**src/rtl/mux4_rr_arbiter.sv**
```systemverilog
// Four-way round-robin burst arbiter driving the 2-bit select of an external 4:1 mux.
// Optional forced release of long bursts is compiled in with `define ARB_TIMEOUT_EN.
module mux4_rr_arbiter #(
  parameter int RESET_PTR = 0,
  parameter int MAX_HOLD  = 16,
  parameter int CNT_W     = 5
) (
  input  logic       clk_i,
  input  logic       rst_i,
  input  logic [3:0] req_i,
  input  logic [3:0] last_i,
  input  logic       ready_i,
  output logic [3:0] gnt_o,
  output logic [1:0] select_o,
  output logic       valid_o,
  output logic       busy_o,
  output logic       timeout_o,
  output logic       state_dbg_o
);

  typedef enum logic {
    S_IDLE  = 1'b0,
    S_GRANT = 1'b1
  } state_e;

  state_e     state_q, state_d;
  logic [3:0] gnt_q, gnt_d;
  logic [1:0] sel_q, sel_d;
  logic [1:0] ptr_q, ptr_d;

  logic       win_found;
  logic [1:0] win_idx;
  logic [1:0] cand;
  logic       beat;
  logic       nat_rel;
  logic       force_rel;
  logic       release_w;
  logic       load_grant;

  if (RESET_PTR < 0 || RESET_PTR > 3 || MAX_HOLD < 1 || (2 ** CNT_W) <= MAX_HOLD) begin : g_cfg_err
    $error("mux4_rr_arbiter: illegal RESET_PTR/MAX_HOLD/CNT_W combination");
  end

  // Downstream handshake: a beat transfers on any cycle where valid_o and ready_i are
  // both high; valid_o may stay high across ready_i-low stall cycles without a transfer.
  assign busy_o      = (state_q == S_GRANT);
  assign gnt_o       = gnt_q;
  assign select_o    = sel_q;
  assign valid_o     = busy_o & req_i[sel_q];
  assign state_dbg_o = state_q;

  assign beat      = valid_o & ready_i;
  assign nat_rel   = (beat & last_i[sel_q]) | ~req_i[sel_q];
  assign release_w = busy_o & (nat_rel | force_rel);

  // First pending requester at or above ptr_q, wrapping 3 -> 0.
  always_comb begin
    win_found = 1'b0;
    win_idx   = ptr_q;
    cand      = ptr_q;
    for (int i = 0; i < 4; i++) begin
      cand = ptr_q + 2'(i);
      if (!win_found && req_i[cand]) begin
        win_found = 1'b1;
        win_idx   = cand;
      end
    end
  end

  always_comb begin
    state_d    = state_q;
    gnt_d      = gnt_q;
    sel_d      = sel_q;
    ptr_d      = ptr_q;
    load_grant = 1'b0;
    case (state_q)
      S_IDLE: begin
        if (win_found) load_grant = 1'b1;
      end
      S_GRANT: begin
        if (release_w) begin
          if (win_found) begin
            load_grant = 1'b1;
          end else begin
            state_d = S_IDLE;
            gnt_d   = 4'b0000;
          end
        end
      end
      default: begin
        state_d = S_IDLE;
        gnt_d   = 4'b0000;
      end
    endcase
    // Advancing ptr past the winner gives a still-requesting releaser lowest priority.
    if (load_grant) begin
      state_d = S_GRANT;
      gnt_d   = 4'b0001 << win_idx;
      sel_d   = win_idx;
      ptr_d   = win_idx + 2'd1;
    end
  end

  always_ff @(posedge clk_i or negedge rst_i) begin
    if (!rst_i) begin
      state_q <= S_IDLE;
      gnt_q   <= 4'b0000;
      sel_q   <= 2'd0;
      ptr_q   <= 2'(RESET_PTR);
    end else begin
      state_q <= state_d;
      gnt_q   <= gnt_d;
      sel_q   <= sel_d;
      ptr_q   <= ptr_d;
    end
  end

`ifdef ARB_TIMEOUT_EN
  logic [CNT_W-1:0] cnt_q, cnt_d;
  logic             timeout_q;

  // Counter value MAX_HOLD-1 marks the last permitted cycle of the current grant.
  assign force_rel = busy_o && (cnt_q == CNT_W'(MAX_HOLD - 1)) && !nat_rel;
  assign timeout_o = timeout_q;

  always_comb begin
    cnt_d = cnt_q;
    if (load_grant) begin
      cnt_d = '0;
    end else if (busy_o && (cnt_q != {CNT_W{1'b1}})) begin
      cnt_d = cnt_q + 1'b1;
    end
  end

  always_ff @(posedge clk_i or negedge rst_i) begin
    if (!rst_i) begin
      cnt_q     <= '0;
      timeout_q <= 1'b0;
    end else begin
      cnt_q     <= cnt_d;
      timeout_q <= force_rel;
    end
  end
`else
  assign force_rel = 1'b0;
  assign timeout_o = 1'b0;
`endif

  a_gnt_onehot: assert property (@(posedge clk_i) disable iff (!rst_i)
    $onehot0(gnt_o) && (busy_o == (gnt_o != 4'b0000)));

  a_sel_stable: assert property (@(posedge clk_i) disable iff (!rst_i)
    (busy_o && !release_w) |=> (busy_o && $stable(select_o)));

endmodule

```
**config.mk**
```make
export PLATFORM = sky130hd
export DESIGN_NAME = mux4_rr_arbiter
export DESIGN_NICKNAME = d
export VERILOG_FILES = /design/src/rtl/mux4_rr_arbiter.sv
export SDC_FILE = /design/constraint.sdc
export NUM_CORES = 1
export LEC_CHECK = 0
export CORE_MARGIN = 4
export CORE_UTILIZATION = 30
export CTS_CLUSTER_SIZE = 12
export DETAILED_ROUTE_END_ITERATION = 8
export GPL_ROUTABILITY_DRIVEN = 0
export PLACE_DENSITY = 0.55
export RECOVER_POWER = 100
export SLEW_MARGIN = 25
export SYNTH_ARGS = -nofsm -noshare
export SYNTH_HDL_FRONTEND = slang
export SYNTH_SLANG_ARGS = --single-unit
```
**constraint.sdc**
```tcl
create_clock -name clk_i -period 3 [get_ports clk_i]
set_clock_uncertainty 0.1 [all_clocks]
set_input_delay 0.45 -clock clk_i [delete_from_list [all_inputs] [get_ports clk_i]]
set_output_delay 0.45 -clock clk_i [all_outputs]
set_load 0.02 [all_outputs]
```
==> results.json <==
{
  "cts_hold_buf": 0,
  "viasPerCell": 4.63,
  "dr.pass1.iters": 4,
  "syn_nets": 67,
  "grt_pass1_vias": 474,
  "min_period_ns": 2.77,
  "synth_top_cell_by_area": "dfrtp_1",
  "cts_tree": "built",
  "port_buffers": 19,
  "clkTransAtPathRegs_ns": 0.06,
  "drtIter0Drc": 8,
  "tns_ns": 0,
  "synthTopCellsByArea": "dfrtp_1 (39%), mux2_4 (10%), ha_1 (8.6%)",
  "cp-end-kind": "output port",
  "std_cell_rows": 15,
  "syn_inst": 52,
  "holdPathStages": 1,
  "crit_slowest_cell": "dlygate4sd3_1",
  "required_ns": 2.45,
  "dp_hpwl_microns": 967,
  "relSlewSlack_pct": 63.7,
  "drive_gt1_share_pct": 6.94,
  "areaGrowthSynthToFinish_pct": 35.0,
  "ys_seq_area_share_pct": 38.6,
  "p_leak_nw": 0.352,
  "io_pins": 21,
  "ir_drop_mv": 0.279,
  "worst_pin_slew_ns": 0.540,
  "fill_cells": 183,
  "path_cells": "dlygate4sd3_1, mux4_2, nand2_1, inv_1, clkdlybuf4s50_1",
  "synth_common_cells": "dfrtp_1 (9), a22o_1 (4), ha_1 (4), inv_1 (4), mux2_4 (4)",
  "antenna_found_initial": 0,
  "clockBufferDepth": 2,
  "grt_pass1_wl_microns": 2130,
  "antenna_cells": 0,
  "crit_fanout": 5,
  "grt_start_max_net_pins": 10,
  "rsz0062_at_grt": "no",
  "die_y_microns": 52.1,
  "die-area_sq_um": 2710,
  "core_sq_um": 1780,
  "cap_violations": 0,
  "clock-sinks": 9,
  "drc": 0,
  "worstSetupStartpointType": "primary input",
  "root_buffer": "clkbuf_4",
  "slowest_delay_ns": 0.60,
  "die_w_microns": 52.1,
  "power_density_nw_per_um2": 858,
  "final_cells": 97,
  "synth-seq-cells": 9,
  "worstSetupPathType": "primary input to output port",
  "h-tree-depth": 1,
  "cts_inserted_buffers": 3,
  "syn_area_sq_um": 583,
  "finalSetupViolations": 0,
  "fin_nets": 88,
  "grt.total_usage_pct": 10.8,
  "placedCellCount": 93,
  "yosysWarnings": 0,
  "synth-edff-count": 0,
  "slew_violations": 0,
  "cts_resized": 0,
  "synth_top_area_share_pct": 38.6,
  "hp-class": "register to register",
  "synth_ff_type": "dfrtp_1",
  "grt-ovfl-total": 0,
  "postRouteWirelength_microns": 1170,
  "final_antenna_net_count": 0,
  "arrival_ns": 2.22,
  "max_freq_mhz": 362,
  "hold_viol_final": 0,
  "ff2ff_path_depth": 4,
  "clk_latency_ns": 0.26,
  "finalPower_uw": 675,
  "status": "complete, no violations",
  "cts_setup_buffers": 0,
  "initial_core_util_pct": 32.7,
  "synth_most_common_cell": "dfrtp_1",
  "syn_area_per_cell_sq_um": 11.2,
  "vias": 449,
  "min_period_over_period_pct": 92.2,
  "synth.distinct_cells": 23,
  "async_reset_ff_share_pct": 100,
  "wl_per_cell_microns": 12.1
}
[cell usage in the layout, fill, tap and decap left out]
cell              n
dlygate4sd3_1    10
dfrtp_1           9
clkdlybuf4s50_1   9
inv_1             4
a22o_1            4
mux2_1            4
ha_1              4
nor2b_1           3
nand2_1           3
clkbuf_4          3
o21ai_0           2
nor2_1            2
o31ai_1           2
mux2i_1           2
o22ai_1           2
a21oi_1           1
a211o_1           1
o211a_1           1
nand3b_1          1
mux4_2            1
nand2b_2          1
o21a_1            1
conb_1            1
clkbuf_1          1
[per-layer routing]
metal / GRT usage (%) / share of wire (%) / up-vias
li1: - / - / 222
met3: 4.01 / 7.7 / 2
met5: 0 / 0 / -
met4: 5.24 / 1.5 / 0
met2: 16.5 / 48 / 14
met1: 13.1 / 43 / 211
[sequential cells by signal, indices dropped and copies added, names as in the netlist]
register,count
busy_o,1
gnt_o,4
ptr_q,2
select_o,2
[cell type report]
cell class                      instances  area, sq um  share of cell area [%]
Tap cell                               25         31.3                    3.97
Clock buffer                            4         26.3                    3.34
Sequential cell                         9          225                    28.6
Multi-Input combinational cell         36          299                    38.0
Inverter                                4         15.0                    1.91
Timing Repair Buffer                   19          190                    24.2
[cell families after synthesis]
| group | synth area share, % |
|---|---|
| compound gates | 17.8 |
| fa+ha+maj | 8.58 |
| buf+inv | 7.08 |
| flops | 38.6 |
| mux | 17.6 |
| other cells | 0.643 |
| simple gates | 9.66 |
[where the power goes]
group          switching [mW]  internal [mW]  leakage [nW]
registers              0.0485          0.172         0.108
clock network          0.0408         0.0512        0.0150
logic                   0.180          0.183         0.229
total                   0.269          0.406         0.352
[worst max-delay path, delay by kind of cell]
family	cells	cell delay (ns)
buffers and inverters	3	1.17
and+or+nand+nor	1	0.12
muxes	1	0.47
[final timing paths]
kind / from / to / slack (ns)
max: req_i[0] / valid_o / 0.23
min: gnt_o[2]$_DFFE_PN0P_ / gnt_o[2]$_DFFE_PN0P_ / 0.40
max reg2reg: select_o[0]$_DFFE_PN0P_ / select_o[1]$_DFFE_PN0P_ / 1.03
min reg2reg: gnt_o[2]$_DFFE_PN0P_ / gnt_o[2]$_DFFE_PN0P_ / 0.40
max in group asynchronous: rst_i / select_o[0]$_DFFE_PN0P_ / 2.07
min in group asynchronous: rst_i / gnt_o[2]$_DFFE_PN0P_ / 0.45
[through the flow]
stage	setup WS, ns	utilization, %	instance area (sq um)	hold slack (ns)
after detailed placement	0.321	43.6	778	0.391
after global placement	0.340	43.6	778	0.395
final	0.234	44.1	787	0.401
after CTS	0.320	45.1	805	0.388
after global routing	0.176	44.1	787	0.431
after floorplan	1.11	-	583	0.0544
No activity file was read; power rests on OpenSTA's default activity.
